<file path="config.mk">
export PLATFORM = sky130hd
export DESIGN_NAME = mmio_io_responder_flat
export DESIGN_NICKNAME = d
export VERILOG_FILES = /design/src/rtl/mmio_pkg.sv /design/src/rtl/mmio_io_responder_if.sv /design/src/rtl/mmio_perf_counters.sv /design/src/rtl/mmio_io_responder.sv /design/src/flat_wrapper.sv
export SDC_FILE = /design/constraint.sdc
export NUM_CORES = 1
export LEC_CHECK = 0
export ABC_AREA = 0
export BUFFER_PORTS_ARGS = -buffer_cell sky130_fd_sc_hd__buf_4
export CORE_AREA = 2 2 197 199
export DETAILED_ROUTE_END_ITERATION = 6
export DIE_AREA = 0 0 199 201
export GPL_ROUTABILITY_DRIVEN = 0
export RECOVER_POWER = 50
export SYNTH_ARGS = -nofsm -noshare
export SYNTH_HDL_FRONTEND = slang
export SYNTH_SLANG_ARGS = --single-unit
</file>
<file path="constraint.sdc">
create_clock -name clk -period 2.24 [get_ports clk]
set_input_delay 0.224 -clock clk [delete_from_list [all_inputs] [get_ports clk]]
set_output_delay 0.224 -clock clk [all_outputs]
set_load 0.01 [all_outputs]
</file>
<file path="src/rtl/mmio_pkg.sv">
// ---------------------------------------------------------------------------
// mmio_pkg
// Shared definitions for the memory-mapped I/O responder:
//   - byte offsets of every register inside the I/O window
//   - indices of the performance counters inside the counter bundle
//   - the TX holding-register state type
//   - a helper that extracts the register offset from a full byte address
// ---------------------------------------------------------------------------
package mmio_pkg;

  // Register offsets from IO_BASE (byte addresses, word aligned)
  localparam logic [7:0] MMIO_UART_CTRL  = 8'h00;
  localparam logic [7:0] MMIO_UART_RX    = 8'h04;
  localparam logic [7:0] MMIO_UART_TX    = 8'h08;
  localparam logic [7:0] MMIO_CYCLE      = 8'h10;
  localparam logic [7:0] MMIO_INST       = 8'h14;
  localparam logic [7:0] MMIO_CNT_RST    = 8'h18;
  localparam logic [7:0] MMIO_BR_TOTAL   = 8'h1C;
  localparam logic [7:0] MMIO_BR_CORRECT = 8'h20;

  // Positions of the counters inside the packed counter bundle
  localparam int CNT_CYCLE      = 0;
  localparam int CNT_INST       = 1;
  localparam int CNT_BR_TOTAL   = 2;
  localparam int CNT_BR_CORRECT = 3;
  localparam int NUM_CNT        = 4;

  // Single-entry TX holding register
  typedef enum logic {
    TX_EMPTY = 1'b0,
    TX_FULL  = 1'b1
  } tx_state_e;

  // Registers are word wide; byte-lane bits of the address are ignored so
  // an unaligned access hits the word that contains it.
  function automatic logic [7:0] mmio_word_offset(input logic [31:0] addr);
    return {addr[7:2], 2'b00};
  endfunction

endpackage

</file>
<file path="src/rtl/mmio_io_responder_if.sv">
// ---------------------------------------------------------------------------
// mmio_io_responder_if
// Execute-stage load/store request bus toward the I/O responder.
//   req_addr  : byte address of the access
//   req_wdata : store data (already forwarded)
//   req_we    : qualified store strobe
//   req_re    : qualified load strobe
//   rdata     : registered load result, valid the cycle after req_re
// Modports: master = CPU side, slave = responder side.
// ---------------------------------------------------------------------------
interface mmio_io_responder_if;
  logic [31:0] req_addr;
  logic [31:0] req_wdata;
  logic        req_we;
  logic        req_re;
  logic [31:0] rdata;

  modport master (
    output req_addr,
    output req_wdata,
    output req_we,
    output req_re,
    input  rdata
  );

  modport slave (
    input  req_addr,
    input  req_wdata,
    input  req_we,
    input  req_re,
    output rdata
  );
endinterface

</file>
<file path="src/rtl/mmio_perf_counters.sv">
// ---------------------------------------------------------------------------
// mmio_perf_counters
// Four free-running performance counters (cycle, retired instruction,
// total branch, correctly predicted branch), each CNT_W bits wide and
// wrapping modulo 2^CNT_W. A clear request wins over a same-cycle increment.
// Ports:
//   clk, rst_n   : clock, asynchronous active-low reset
//   clr          : clear all counters at the next edge
//   inst_retire  : one instruction retired this cycle
//   is_br        : the retiring instruction is a conditional branch
//   br_correct   : the branch prediction was correct
//   cnt          : packed bundle of counters, indexed by CNT_* from mmio_pkg
// ---------------------------------------------------------------------------
module mmio_perf_counters
  import mmio_pkg::*;
#(
  parameter int CNT_W = 32
) (
  input  logic                           clk,
  input  logic                           rst_n,
  input  logic                           clr,
  input  logic                           inst_retire,
  input  logic                           is_br,
  input  logic                           br_correct,
  output logic [NUM_CNT-1:0][CNT_W-1:0]  cnt
);

  localparam logic [CNT_W-1:0] ONE = {{(CNT_W-1){1'b0}}, 1'b1};

  // Increment enable per counter; branch qualifiers only count when an
  // instruction actually retires.
  logic [NUM_CNT-1:0] inc;

  assign inc[CNT_CYCLE]      = 1'b1;
  assign inc[CNT_INST]       = inst_retire;
  assign inc[CNT_BR_TOTAL]   = inst_retire & is_br;
  assign inc[CNT_BR_CORRECT] = inst_retire & is_br & br_correct;

  genvar gi;
  generate
    for (gi = 0; gi < NUM_CNT; gi++) begin : g_cnt
      logic [CNT_W-1:0] cnt_reg;
      logic [CNT_W-1:0] cnt_next;

      always_comb begin
        cnt_next = cnt_reg;
        if (clr) begin
          cnt_next = '0;
        end else if (inc[gi]) begin
          cnt_next = cnt_reg + ONE;
        end
      end

      always_ff @(posedge clk or negedge rst_n) begin
        if (!rst_n) begin
          cnt_reg <= '0;
        end else begin
          cnt_reg <= cnt_next;
        end
      end

      assign cnt[gi] = cnt_reg;
    end
  endgenerate

endmodule

</file>
<file path="src/rtl/mmio_io_responder.sv">
// ---------------------------------------------------------------------------
// mmio_io_responder
// Memory-mapped I/O responder for the 0x8000_00xx window. Decodes loads and
// stores from the execute stage, owns the UART TX holding register, issues
// the UART RX pop strobe, hosts the performance counters and registers the
// load result.
// Ports:
//   clk, rst_n     : clock, asynchronous active-low reset
//   bus            : request bus (slave side), see mmio_io_responder_if
//   inst_retire    : one non-bubble instruction left execute this cycle
//   is_br          : retiring instruction is a conditional branch
//   br_correct     : branch prediction matched the outcome
//   uart_tx_data   : byte presented to the UART transmitter
//   uart_tx_valid  : uart_tx_data holds a pending byte
//   uart_tx_ready  : transmitter accepts the byte this cycle
//   uart_rx_data   : byte from the UART receiver
//   uart_rx_valid  : receiver holds an unread byte
//   uart_rx_ready  : combinational pop strobe to the receiver
// Parameters:
//   IO_BASE : window base, only bits [31:28] are decoded
//   CNT_W   : counter width (reads are zero-extended to 32 bits, CNT_W <= 32)
// ---------------------------------------------------------------------------
module mmio_io_responder
  import mmio_pkg::*;
#(
  parameter logic [31:0] IO_BASE = 32'h8000_0000,
  parameter int          CNT_W   = 32
) (
  input  logic                  clk,
  input  logic                  rst_n,
  mmio_io_responder_if.slave    bus,
  input  logic                  inst_retire,
  input  logic                  is_br,
  input  logic                  br_correct,
  output logic [7:0]            uart_tx_data,
  output logic                  uart_tx_valid,
  input  logic                  uart_tx_ready,
  input  logic [7:0]            uart_rx_data,
  input  logic                  uart_rx_valid,
  output logic                  uart_rx_ready
);

  // -------------------------------------------------------------------------
  // Address decode
  // -------------------------------------------------------------------------
  logic       in_win;
  logic [7:0] offset;
  logic       rd_sel;
  logic       wr_sel;

  assign in_win = (bus.req_addr[31:28] == IO_BASE[31:28]);
  assign offset = mmio_word_offset(bus.req_addr);
  assign rd_sel = bus.req_re & in_win;
  assign wr_sel = bus.req_we & in_win;

  // Address and data bits that carry no meaning for this block
  logic unused_bits;
  assign unused_bits = ^{bus.req_addr[27:8], bus.req_addr[1:0], bus.req_wdata[31:8]};

  // -------------------------------------------------------------------------
  // Performance counters
  // -------------------------------------------------------------------------
  logic                          cnt_clr;
  logic [NUM_CNT-1:0][CNT_W-1:0] cnt;
  logic [31:0]                   cnt_rd [NUM_CNT];

  assign cnt_clr = wr_sel & (offset == MMIO_CNT_RST);

  mmio_perf_counters #(
    .CNT_W (CNT_W)
  ) u_perf_counters (
    .clk         (clk),
    .rst_n       (rst_n),
    .clr         (cnt_clr),
    .inst_retire (inst_retire),
    .is_br       (is_br),
    .br_correct  (br_correct),
    .cnt         (cnt)
  );

  genvar gi;
  generate
    for (gi = 0; gi < NUM_CNT; gi++) begin : g_cnt_rd
      assign cnt_rd[gi] = 32'(cnt[gi]);
    end
  endgenerate

  // -------------------------------------------------------------------------
  // TX holding register
  // -------------------------------------------------------------------------
  tx_state_e  tx_state_reg;
  tx_state_e  tx_state_next;
  logic [7:0] tx_data_reg;
  logic [7:0] tx_data_next;
  logic       tx_load;
  logic       tx_fire;

  assign tx_load = wr_sel & (offset == MMIO_UART_TX);
  assign tx_fire = (tx_state_reg == TX_FULL) & uart_tx_ready;

  always_comb begin
    tx_state_next = tx_state_reg;
    tx_data_next  = tx_data_reg;
    case (tx_state_reg)
      TX_EMPTY: begin
        if (tx_load) begin
          tx_state_next = TX_FULL;
          tx_data_next  = bus.req_wdata[7:0];
        end
      end
      TX_FULL: begin
        // A store while full only lands if the slot frees up this cycle;
        // otherwise the byte is dropped and software must poll TX ready.
        if (tx_fire) begin
          if (tx_load) begin
            tx_data_next = bus.req_wdata[7:0];
          end else begin
            tx_state_next = TX_EMPTY;
          end
        end
      end
      default: begin
        tx_state_next = TX_EMPTY;
      end
    endcase
  end

  always_ff @(posedge clk or negedge rst_n) begin
    if (!rst_n) begin
      tx_state_reg <= TX_EMPTY;
      tx_data_reg  <= 8'h00;
    end else begin
      tx_state_reg <= tx_state_next;
      tx_data_reg  <= tx_data_next;
    end
  end

  assign uart_tx_valid = (tx_state_reg == TX_FULL);
  assign uart_tx_data  = tx_data_reg;

  // -------------------------------------------------------------------------
  // RX pop: one-cycle strobe in the request cycle, only when a byte waits.
  // Gated by rst_n so a held load cannot pop the receiver during reset.
  // -------------------------------------------------------------------------
  assign uart_rx_ready = rst_n & rd_sel & (offset == MMIO_UART_RX) & uart_rx_valid;

  // -------------------------------------------------------------------------
  // Load data: selected in the request cycle, registered for the next cycle,
  // held while no load is issued.
  // -------------------------------------------------------------------------
  logic [31:0] rdata_reg;
  logic [31:0] rdata_next;

  always_comb begin
    rdata_next = rdata_reg;
    if (bus.req_re) begin
      rdata_next = 32'h0;
      if (in_win) begin
        case (offset)
          MMIO_UART_CTRL:  rdata_next = {30'b0, uart_rx_valid, ~uart_tx_valid};
          MMIO_UART_RX:    rdata_next = {24'b0, uart_rx_data};
          MMIO_CYCLE:      rdata_next = cnt_rd[CNT_CYCLE];
          MMIO_INST:       rdata_next = cnt_rd[CNT_INST];
          MMIO_BR_TOTAL:   rdata_next = cnt_rd[CNT_BR_TOTAL];
          MMIO_BR_CORRECT: rdata_next = cnt_rd[CNT_BR_CORRECT];
          default:         rdata_next = 32'h0;
        endcase
      end
    end
  end

  always_ff @(posedge clk or negedge rst_n) begin
    if (!rst_n) begin
      rdata_reg <= 32'h0;
    end else begin
      rdata_reg <= rdata_next;
    end
  end

  assign bus.rdata = rdata_reg;

endmodule

</file>
<file path="src/flat_wrapper.sv">
// flat-port wrapper written by rule: the top's interface ports become plain ports
module mmio_io_responder_flat import mmio_pkg::*;
#(
  parameter logic [31:0] IO_BASE = 32'h8000_0000,
  parameter int          CNT_W   = 32
)
  (clk, rst_n, inst_retire, is_br, br_correct, uart_tx_data, uart_tx_valid, uart_tx_ready, uart_rx_data, uart_rx_valid, uart_rx_ready, bus_req_addr, bus_req_wdata, bus_req_we, bus_req_re, bus_rdata);
  mmio_io_responder_if bus_i ();
  input  logic clk;
  input  logic rst_n;
  input  logic inst_retire;
  input  logic is_br;
  input  logic br_correct;
  output logic [7:0] uart_tx_data;
  output logic uart_tx_valid;
  input  logic uart_tx_ready;
  input  logic [7:0] uart_rx_data;
  input  logic uart_rx_valid;
  output logic uart_rx_ready;
  input wire logic [$bits(bus_i.req_addr)-1:0] bus_req_addr;
  input wire logic [$bits(bus_i.req_wdata)-1:0] bus_req_wdata;
  input wire logic [$bits(bus_i.req_we)-1:0] bus_req_we;
  input wire logic [$bits(bus_i.req_re)-1:0] bus_req_re;
  output wire logic [$bits(bus_i.rdata)-1:0] bus_rdata;
  assign bus_i.req_addr = bus_req_addr;
  assign bus_i.req_wdata = bus_req_wdata;
  assign bus_i.req_we = bus_req_we;
  assign bus_i.req_re = bus_req_re;
  assign bus_rdata = bus_i.rdata;
  mmio_io_responder #(.IO_BASE(IO_BASE), .CNT_W(CNT_W)) u_core (.clk(clk), .rst_n(rst_n), .bus(bus_i), .inst_retire(inst_retire), .is_br(is_br), .br_correct(br_correct), .uart_tx_data(uart_tx_data), .uart_tx_valid(uart_tx_valid), .uart_tx_ready(uart_tx_ready), .uart_rx_data(uart_rx_data), .uart_rx_valid(uart_rx_valid), .uart_rx_ready(uart_rx_ready));
endmodule
</file>
After elaboration in Yosys (flattened, before gate mapping). Index checks and enable logic that the tools add are counted.

Memories kept: 0. RAM bits: 0. Bits in latches: 0. Register bits after elaboration: 169. Output and inout port bits: 42. Memory bits (read-only): 0. Bits of input ports: 81.

Reduce and logical (&&, ||, !) cells: 4. Multipliers: 0. Mux-type cells: 15. Bitwise operators: 11. Shifts and indexed selects: 0. $lt $le $gt $ge: 0. Add/subtract/negate cells: 4. Equality and inequality tests: 9. Divide/modulo/power cells: 0.

Operators with widths (number): two-way mux 32 bit (8); case mux 32 bit (6 select lines) (1); adder 32 x 1 -> 32 bit, second input constant (4); equality test 6 x 3 -> 1 bit, second input constant (4); two-way mux 8 bit (2); case mux 8 bit (2 select lines) (1); AND 1 bit (10); logical NOT 8 bit (1); equality test 6 x 1 -> 1 bit, second input constant (1); equality test 6 x 2 -> 1 bit, second input constant (1); equality test 6 x 4 -> 1 bit, second input constant (1); nonzero test 2 bit (3); equality test 4 bit, second input constant (1); two-way mux 1 bit (2); inequality test 2 bit, second input constant (1); case mux 1 bit (2 select lines) (1); NOT 1 bit (1).

Logic depth before layout (Yosys ltp). Gate-level depths: netlist of the first run.

Depth after elaboration: 6. Mapped depth: 7. Depth with buffers taken out: 5.

By module. From an unflattened synthesis of the first run, not the netlist that was laid out.

Cells, all modules: 987. Area total of the unflattened synthesis: 9481.6 um^2.

Modules (own cells, without submodules): mmio_perf_counters (times used 1, cells an instance 704, area an instance 6646.4 um^2, seq. area each 3203.1 um^2); mmio_io_responder (times used 1, cells an instance 283, area an instance 2835.2 um^2, seq. area each 1026.0 um^2).

Worst setup path after synthesis of the first run. OpenSTA, ideal clock, no wires.

Path kind: reg2reg. Start point: register u_core.u_perf_counters.g_cnt[1].cnt_reg[0]. End point: register u_core.u_perf_counters.g_cnt[1].cnt_reg[20]. Data arrival time: 2.051 ns. Cell stages (with the launch flop): 7. Path slack: 0.111 ns. Path through: dfrtp_1 -> ha_1 -> nand4_2 -> or4b_1 -> buf_2 -> or4_1 -> a21oi_1.

Longest elaborated chain between the ends: 3.

Ends and longest elaborated chain: start: declaration (line mmio_perf_counters.sv:42) `logic [CNT_W-1:0] cnt_reg;`; start signal: assignment (line mmio_perf_counters.sv:58) `cnt_reg <= cnt_next;`; adder 32 x 1 -> 32 bit (line mmio_perf_counters.sv:50) `cnt_next = cnt_reg + ONE;`; two-way mux 32 bit (line mmio_perf_counters.sv:49) `end else if (inc[gi]) begin`; two-way mux 32 bit (line mmio_perf_counters.sv:47) `if (clr) begin`.

No other way between the ends. The select of a mux whose other input is x is not followed. A chain may end at the register's enable or synchronous reset.

Worst setup path after layout of the first run.
Start point: register u_core.u_perf_counters.g_cnt[1].cnt_reg[0]. End point: register u_core.u_perf_counters.g_cnt[1].cnt_reg[18].

Same word-level chain as after synthesis.

==> results.md, run 1 <==
- Avg WL per Cell: 15.47 µm
- Layout cells sized above 1: 0.1338
- Slowest CP cell: or4b_4
- Ant. Diodes: 0
- Flops & latches, synth: 169
- Max_slew headroom: 0.01411
- Initial antenna violation count: 0
- Period utilization: 0.9621
- Max-cap check violation count: 0
- DR vias: 8151
- Syn. warnings: 0
- Finished Core Util: 0.2940
- VDD IR max: 0.5687 mV
- Main flop type after synthesis: dfrtp_1
- Fmax achieved: 464.0 MHz
- Final ANT Viol Nets: 0
- Initial DRT Pass Iterations: 5
- Total CTS buffers: 17
- Inst Count DP: 1564
- Post-route cell area: 11200 µm²
- Placeable Area: 38110 µm²
- Initial Util: 0.2451
- Clock buffer depth: 2
- Final hold viol count: 0
- Overall die width: 199 µm
- H-tree Lvls: 4
- Vias in the first global route: 7723
- # rows: 72
- Worst endpoint data arrival time: 2.52 ns
- Crit-path max FO: 17
- Skew final: 0.007487 ns
- Setup TNS: 0 ns
- R2R Setup Slk: 0.08 ns
- Reg-to-Reg End: u_core.u_perf_counters.g_cnt[1].cnt_reg[18]$_DFFE_PN0P_
- First-pass GRT wire length: 40.77 mm
- Top-area cell type share of the netlist area: 0.4528
- DR DRC count: 0
- Unrepaired setup endpoints after global routing: no
- Worst skew pair latency: 0.43 ns
- Num ports: 123
- Nets: 1156
- Routed wire length: 24.79 mm
- Status: finished, final reports clean
- Worst Setup End Kind: flop
- Remaining global-route overflow: 0
- Most frequent cells in the layout: dfrtp_1 (169), buf_4 (84), a21oi_1 (76), nand2_1 (61), or4_1 (58)
- Hold Crit Start: bus_req_wdata[0]
- Worst EP required: 2.60 ns
- WHS Path Cells: 2
- Register area share after synthesis: 0.4528
- # setup viols final: 0
- Avg Vias per Cell: 5.088
- Total global-route track usage: 0.1260
- Largest net degree at the start of global routing: 105
- PortBufs: 76
- Most area-consuming cells after synthesis: dfrtp_1 (45%), or4_1 (4.7%), mux2i_1 (4.6%), o31ai_1 (4.1%), a21oi_1 (4.1%)
- CTS tree: built
- Register clock-pin slew on the reported worst setup and hold paths: 0.07 ns
- Startpoint types: flop
- Reg2Reg Depth: 6
- Clock Tree Root: clkbuf_16
- Synthesized cell area: 9340 µm²
- DP Area: 10710 µm²
- Gate Count Post-Synth: 985
- # fillers: 4012
- WHS Endpoint: u_core.uart_tx_data[0]$_DFFE_PN0P_
- Count of flip-flops with a built-in enable after synthesis: 0
- Post-synth top area cell: dfrtp_1
- Clock sinks: 169
- PD cells: 681.8 nW/µm²
- Max FFs per register: 128
- Syn_nets: 1070
- Cell variety after synth: 47
- Max Slew Vio Count: 0
- Post-CTS setup buffers: 0
- Minimum clock period after layout: 2.155 ns
- Syn Area/Cell: 9.482 µm²
- 1st-iter DRT viols: 476
- Die Y-Extent: 201 µm
- Worst path cell trace: ha_2 -> nand4_2 -> or4b_4 -> buf_6 -> or4_1 -> a21oi_1
- Total power: 7.639 mW
- Slew at the pin closest to its max-slew limit: 1.479 ns
- Layout Area Growth over Synthesis: 19.96%
- Leak Pwr: 4.310 nW
- Full die area: 40000 µm²
- Launch point of the worst reg-to-reg path: u_core.u_perf_counters.g_cnt[1].cnt_reg[0]$_DFFE_PN0P_
- Worst path max stage delay: 0.56 ns
- Final std cells w/o fill: 1602
- Commonest non-fill, non-tap cell in the layout: dfrtp_1
- Hold Path Class: primary input to flop
- HPWL after DPL: 17.32 mm
- Setup CP Type: flop to flop
- Fraction of registers with async set/reset: 1.000
## cell type report
type | count | area, µm² | share of cell area
well taps | 518 | 648.1 | 0.05784
clock inverters | 14 | 172.7 | 0.01541
flip-flops and latches | 169 | 4229 | 0.3774
multi-input cells | 702 | 4654 | 0.4154
repair buffers | 138 | 909.6 | 0.08118
inverters | 43 | 161.4 | 0.01441
clock buffers | 18 | 429.2 | 0.03830
## worst max-delay path, delay by kind of cell, from the launching register on
kind            cells  cell delay, ns
simple gates        3            1.21
compound gates      1            0.15
fa+ha+maj           1            0.20
buf+inv             1            0.17
flops               1            0.36
## synth_stat cells (5+ instances only)
library cell  count
nand4_1          36
xor2_1           13
and4_1           13
or4_1            59
nand2b_1         11
clkbuf_1         45
dfrtp_1         169
nor3_1           13
nor2_1           46
a22oi_1          24
inv_1            43
nor4_1           20
mux2i_1          43
a22o_1            6
o22ai_1          26
buf_2            12
or2_2             5
mux2_2            9
a21oi_1          76
xnor2_1          25
nor2b_1           6
nand2_1          61
and3_1            8
or3_1            25
a221o_1           6
buf_1            10
o2bb2ai_1        32
nand3_1          40
o21ai_0          22
o31ai_1          51
## metrics by stage
step	setup WS [ns]	hold slack (ns)
floorplan	0.1110	-0.07159
global placement	0.08390	0.05096
detailed placement	0.07679	0.05165
CTS	0.06316	0.003074
global route	0.002233	0.01115
finish	0.08487	0.02392
## layer usage
metal / part of all wire / global-route usage
met1: 0.47 / 0.1748
met3: 0.044 / 0.02587
met4: 0.012 / 0.03012
met2: 0.47 / 0.2003
met5: 0 / 0
## power breakdown
part | internal, mW | switching [mW]
logic | 0.446 | 0.579
registers | 3.28 | 0.264
clock network | 1.76 | 1.31
total | 5.49 | 2.15
## how the worst max path moves through the flow
stage / cells past startpoint / endpoint / slack [ns] / from
2_1_floorplan: 6 / u_core.u_perf_counters.g_cnt[1].cnt_reg[20]$_DFFE_PN0P_ / 0.11 / u_core.u_perf_counters.g_cnt[1].cnt_reg[0]$_DFFE_PN0P_
3_3_place_gp: 6 / u_core.u_perf_counters.g_cnt[1].cnt_reg[22]$_DFFE_PN0P_ / 0.08 / u_core.u_perf_counters.g_cnt[1].cnt_reg[0]$_DFFE_PN0P_
3_5_place_dp: 6 / u_core.u_perf_counters.g_cnt[1].cnt_reg[18]$_DFFE_PN0P_ / 0.08 / u_core.u_perf_counters.g_cnt[1].cnt_reg[0]$_DFFE_PN0P_
4_1_cts: 6 / u_core.u_perf_counters.g_cnt[1].cnt_reg[18]$_DFFE_PN0P_ / 0.06 / u_core.u_perf_counters.g_cnt[1].cnt_reg[0]$_DFFE_PN0P_
5_1_grt: 6 / u_core.u_perf_counters.g_cnt[1].cnt_reg[18]$_DFFE_PN0P_ / 0.002 / u_core.u_perf_counters.g_cnt[1].cnt_reg[0]$_DFFE_PN0P_
6_report: 6 / u_core.u_perf_counters.g_cnt[1].cnt_reg[18]$_DFFE_PN0P_ / 0.08 / u_core.u_perf_counters.g_cnt[1].cnt_reg[0]$_DFFE_PN0P_
## what timing repair did
item                       in CTS  in global routing
setup endpoints to repair       0                  7
hold endpoints to repair       57                  0
resized for setup               0                  4
hold buffers                    6                  0
## logic make-up after synthesis
kind of cell               synth area share
xor gates and xnor gates            0.03563
muxes                               0.05693
buffers and inverters               0.05023
AOI/OAI and AO/OA                    0.1783
and+or+nand+nor                      0.2208
adders and majority gates          0.005359
DFF                                  0.4528
Power figures use the tool's default switching activity.
==> run 2: changes to the inputs <==
Settings changed: CORE_AREA 2 2 197 199 to 4 4 199 201, DIE_AREA 0 0 199 201 to 0 0 203 205.
==> run 2 against run 1 <==
  * Critical path depth is the same
  * First-iteration DRC count grew 22%
  * Total power shrank 0.25%
  * Non-clock buffer count shrank 3
  * Sequential share of layout area shrank 0.29 points
  * Cell count shrank 0.62%
  * Highest routed layer unchanged
  * Utilization grew 0.65 points
  * Clock power shrank 2%
  * Flip-flop and latch count is the same
  * Worst hold slack lost 0.0060 ns
  * Count of clock-buffer cells in the layout grew 1
  * Register-to-register slack lost 0.02 ns
  * Largest cell class unchanged
==> results.md, run 2 (synthesis results as in run 1) <==
- Initial DRT Pass Iterations: 5
- Period utilization: 0.9690
- Routed wire length: 25.35 mm
- Final WS setup: 0.06953 ns
- Remaining global-route overflow: 0
- Layout Area Growth over Synthesis: 20.92%
- Final ANT Viol Nets: 0
- WHS Endpoint: u_core.bus.rdata[5]$_DFFE_PN0P_
- Avg WL per Cell: 15.93 µm
- DR vias: 8118
- Launch point of the worst reg-to-reg path: u_core.u_perf_counters.g_cnt[1].cnt_reg[0]$_DFFE_PN0P_
- Reg2Reg Depth: 6
- Placeable Area: 37580 µm²
- HPWL after DPL: 17.66 mm
- Leak Pwr: 4.412 nW
- Worst Setup End Kind: flop
- R2R Setup Slk: 0.07 ns
- Max Slew Vio Count: 0
- Register clock-pin slew on the reported worst setup and hold paths: 0.07 ns
- Final hold viol count: 0
- Full die area: 41620 µm²
- Startpoint types: flop
- Total global-route track usage: 0.1209
- Avg Vias per Cell: 5.099
- Worst endpoint data arrival time: 2.53 ns
- Die Y-Extent: 205 µm
- PortBufs: 76
- Fmax achieved: 460.7 MHz
- Initial Util: 0.2486
- Hold Crit Start: uart_rx_data[5]
- Setup CP Type: flop to flop
- # rows: 71
- Total CTS buffers: 17
- Initial antenna violation count: 0
- WHS Path Cells: 2
- Status: finished, final reports clean
- Clock Tree Root: clkbuf_16
- Clock buffer depth: 2
- First-pass GRT wire length: 41.48 mm
- Vias in the first global route: 7812
- Nets: 1153
- Commonest non-fill, non-tap cell in the layout: dfrtp_1
- Minimum clock period after layout: 2.170 ns
- CTS tree: built
- Dpl ws: 0.06510 ns
- Clock sinks: 169
- Skew final: 0.01068 ns
- H-tree Lvls: 4
- Reg-to-Reg End: u_core.u_perf_counters.g_cnt[1].cnt_reg[18]$_DFFE_PN0P_
- PD cells: 674.7 nW/µm²
- Overall die width: 203 µm
- Fin Hold WS: 0.01795 ns
- Slew at the pin closest to its max-slew limit: 1.322 ns
- Layout cells sized above 1: 0.1637
- Ant. Diodes: 0
- Post-CTS setup buffers: 0
- VDD IR max: 0.5546 mV
- Most frequent cells in the layout: dfrtp_1 (168), buf_4 (113), a21oi_1 (75), nand2_1 (61), or4_1 (57)
- Hold Path Class: primary input to flop
- Worst skew pair latency: 0.44 ns
- DR DRC count: 0
- Num ports: 123
- Max_slew headroom: 0.1190
- Max-cap check violation count: 0
- # setup viols final: 0
- Max FFs per register: 128
- Crit-path max FO: 17
- Largest net degree at the start of global routing: 81
- 1st-iter DRT viols: 581
- Worst EP required: 2.60 ns
==> run 2: power by group <==
group / total (mW) / switching [mW] / internal, mW / leakage (nW)
Sequential: 3.55 / 0.272 / 3.28 / 2.23
Combinational: 1.06 / 0.596 / 0.464 / 1.90
Clock: 3.01 / 1.32 / 1.68 / 0.277
==> run 2: stage by stage <==
step | TNS [ns] | cell area [µm²] | cells | utilization | power, mW
after floorplan | 0 | 9340 | 985 | - | 4.144
final | 0 | 11290 | 1592 | 0.3006 | 7.620
after global routing | -0.04379 | 11290 | 1592 | 0.3006 | 7.986
after CTS | 0 | 11340 | 1592 | 0.3019 | 7.660
after detailed placement | 0 | 10740 | 1558 | 0.2858 | 4.626
after global placement | 0 | 10740 | 1558 | 0.2858 | 4.596
==> run 2: layout make-up <==
type | instances | area (µm²)
fillers | 3914 | 26280
multi-input cells | 702 | 4674
flip-flops and latches | 169 | 4230
repair buffers | 135 | 1002
well taps | 511 | 639.4
clock buffers | 19 | 442.9
inverters | 43 | 161.4
clock inverters | 13 | 143.9
==> run 2: critical path: stages, from the launching register on <==
cell and delay [ns]:
dfrtp_1 0.41, ha_4 0.17, nand4_2 0.12, or4b_1 0.55, buf_6 0.17, or4_1 0.50, a21oi_1 0.16
==> run 2: worst max-delay path by stage <==
stage          slack, ns                                                    from  depth (start not counted)                                                 endpoint
3_3_place_gp        0.09  u_core.u_perf_counters.g_cnt[1].cnt_reg[0]$_DFFE_PN0P_                          6  u_core.u_perf_counters.g_cnt[1].cnt_reg[22]$_DFFE_PN0P_
6_report            0.07  u_core.u_perf_counters.g_cnt[1].cnt_reg[0]$_DFFE_PN0P_                          6  u_core.u_perf_counters.g_cnt[1].cnt_reg[18]$_DFFE_PN0P_
2_1_floorplan       0.11  u_core.u_perf_counters.g_cnt[1].cnt_reg[0]$_DFFE_PN0P_                          6  u_core.u_perf_counters.g_cnt[1].cnt_reg[20]$_DFFE_PN0P_
5_1_grt            -0.02  u_core.u_perf_counters.g_cnt[1].cnt_reg[1]$_DFFE_PN0P_                          6  u_core.u_perf_counters.g_cnt[1].cnt_reg[18]$_DFFE_PN0P_
3_5_place_dp        0.07  u_core.u_perf_counters.g_cnt[2].cnt_reg[0]$_DFFE_PN0P_                          5  u_core.u_perf_counters.g_cnt[2].cnt_reg[30]$_DFFE_PN0P_
4_1_cts             0.05  u_core.u_perf_counters.g_cnt[1].cnt_reg[1]$_DFFE_PN0P_                          6  u_core.u_perf_counters.g_cnt[1].cnt_reg[18]$_DFFE_PN0P_
==> run 2: routing by layer <==
layer	vias to the layer above	GRT usage	routed length, µm
li1	3902	-	-
met1	4017	0.1663	11910
met2	172	0.1924	11780
met3	27	0.03309	1358
met4	0	0.02376	310
met5	-	0	0
==> run 2: what timing repair did <==
| action | in CTS | in global routing |
|---|---|---|
| setup endpoints to repair | 0 | 9 |
| hold buffers | 2 | 0 |
| resized for setup | 0 | 7 |
| hold endpoints to repair | 23 | 0 |
==> run 3: changes to the inputs <==
Clock period 2.24 ns to 2.6 ns, I/O delays scaled along.
==> run 3 against run 2 <==
  * Sequential share of layout area rose by 1.0 points
  * Flip-flop and latch count did not move
  * Utilization fell by 0.81 points
  * Design area fell by 2.7%
  * Largest power group unchanged
  * Critical path depth fell by 2
  * Register-to-register slack improved by 0.19 ns
  * Critical endpoint is now u_core.u_perf_counters.g_cnt[2].cnt_reg[30]$_DFFE_PN0P_
  * Count of clock-buffer cells in the layout did not move
  * Wire length fell by 0.60%
  * Critical path type unchanged
  * Via count fell by 0.48%
==> results.md, run 3 (synthesis results as in run 1) <==
- Commonest non-fill, non-tap cell in the layout: dfrtp_1
- HPWL after DPL: 17.22 mm
- DR vias: 8079
- Layout Area Growth over Synthesis: 17.68%
- Total global-route track usage: 0.1215
- Initial DRT Pass Iterations: 5
- Fin Hold WS: 0.05801 ns
- Leak Pwr: 4.167 nW
- Final WS setup: 0.2633 ns
- Final ANT Viol Nets: 0
- Period utilization: 0.8987
- Die Y-Extent: 205 µm
- VDD IR max: 0.4699 mV
- Register clock-pin slew on the reported worst setup and hold paths: 0.07 ns
- Overall die width: 203 µm
- Worst setup path startpoint: u_core.u_perf_counters.g_cnt[2].cnt_reg[6]$_DFFE_PN0P_
- Full die area: 41620 µm²
- DP Area: 10500 µm²
- Routed wire length: 25.20 mm
- Remaining global-route overflow: 0
- Avg Vias per Cell: 5.179
- Crit-path max FO: 16
- Worst EP required: 2.95 ns
- H-tree Lvls: 4
- Setup CP Type: flop to flop
- Clock sinks: 169
- Launch point of the worst reg-to-reg path: u_core.u_perf_counters.g_cnt[2].cnt_reg[6]$_DFFE_PN0P_
- Clock Tree Root: clkbuf_16
- Placeable Area: 37580 µm²
- Slew at the pin closest to its max-slew limit: 1.275 ns
- Worst endpoint data arrival time: 2.69 ns
- Worst Setup End Kind: flop
- Status: finished, final reports clean
- Total power: 6.777 mW
- Largest net degree at the start of global routing: 86
- # setup viols final: 0
- DR DRC count: 0
- 1st-iter DRT viols: 603
- Hold Path Class: primary input to flop
- Minimum clock period after layout: 2.337 ns
- # rows: 71
- Startpoint types: flop
- First-pass GRT wire length: 41.84 mm
- Reg-to-Reg End: u_core.u_perf_counters.g_cnt[2].cnt_reg[30]$_DFFE_PN0P_
- CTS tree: built
- Fmax achieved: 428.0 MHz
- Max-cap check violation count: 0
- Avg WL per Cell: 16.15 µm
- Total CTS buffers: 17
- Nets: 1123
- Setup TNS: 0 ns
- Reg2Reg Depth: 4
- Num ports: 123
- R2R Setup Slk: 0.26 ns
- Layout cells sized above 1: 0.1049
- Initial Util: 0.2486
- Max Slew Vio Count: 0
- Unrepaired setup endpoints after global routing: no
- Worst skew pair latency: 0.43 ns
- Max_slew headroom: 0.1501
- Post-route cell area: 10990 µm²
- PD cells: 616.5 nW/µm²
- Initial antenna violation count: 0
- Dpl ws: 0.3246 ns
- CP Capture Point: u_core.u_perf_counters.g_cnt[2].cnt_reg[30]$_DFFE_PN0P_
- Final hold viol count: 0
- Max FFs per register: 128
- Clock buffer depth: 2
- Ant. Diodes: 0
- PortBufs: 76
- Vias in the first global route: 7838
- Most frequent cells in the layout: dfrtp_1 (169), a21oi_1 (76), nand2_1 (61), or4_1 (59), buf_4 (55)
- Skew final: 0.009370 ns
run 3: cell types whose count changed in the layout (fill, tap and decap cells not counted), sizes merged:
cell      change
inv           -3
clkbuf       +29
clkinvlp      -2
bufinv        +4
buf          -59
clkinv        -1
run 3: worst max-delay path: stages, from the launching register on:
cell and delay, ns:
dfrtp_1 0.49, nand4_2 0.20, or4_1 0.81, or4_1 0.58, a21oi_1 0.17
run 3: final cells by class:
class                           instances  area (µm²)
Timing Repair Buffer                  105       661.9
Sequential cell                       169        4229
Clock inverter                         11       221.5
Tap cell                              511       639.4
Clock buffer                           19       432.9
Fill cell                            3972       26590
Inverter                               43       161.4
Multi-Input combinational cell        702        4646
run 3: worst min path at each step:
stage	start	to	slack, ns	cells past startpoint
after floorplan	rst_n	u_core.bus.rdata[0]$_DFFE_PN0P_	-0.04	0
after global placement	rst_n	u_core.uart_tx_data[7]$_DFFE_PN0P_	0.20	1
after detailed placement	rst_n	u_core.uart_tx_data[7]$_DFFE_PN0P_	0.21	1
after CTS	bus_req_wdata[0]	u_core.uart_tx_data[0]$_DFFE_PN0P_	0.04	2
after global routing	bus_req_wdata[3]	u_core.uart_tx_data[3]$_DFFE_PN0P_	0.05	2
final	bus_req_wdata[3]	u_core.uart_tx_data[3]$_DFFE_PN0P_	0.06	2
run 3: repair_timing:
action,in CTS,in global routing
resized for setup,0,0
buffers inserted,0,0
hold buffers,2,0
hold endpoints to repair,40,0
run 3: metal layers:
layer	global-route usage	part of all wire
met1	0.1713	0.48
met2	0.1943	0.46
met3	0.02849	0.051
met4	0.01940	0.010
met5	0	0
run 3: metrics by stage:
step | utilization | cells
floorplan | - | 985
global placement | 0.2794 | 1528
detailed placement | 0.2794 | 1528
CTS | 0.2974 | 1560
global route | 0.2925 | 1560
finish | 0.2925 | 1560
run 3: report_power, final:
group	internal (mW)	switching (mW)	leakage (nW)
Clock	1.80	1.10	0.310
Sequential	2.82	0.265	2.24
Combinational	0.332	0.453	1.62
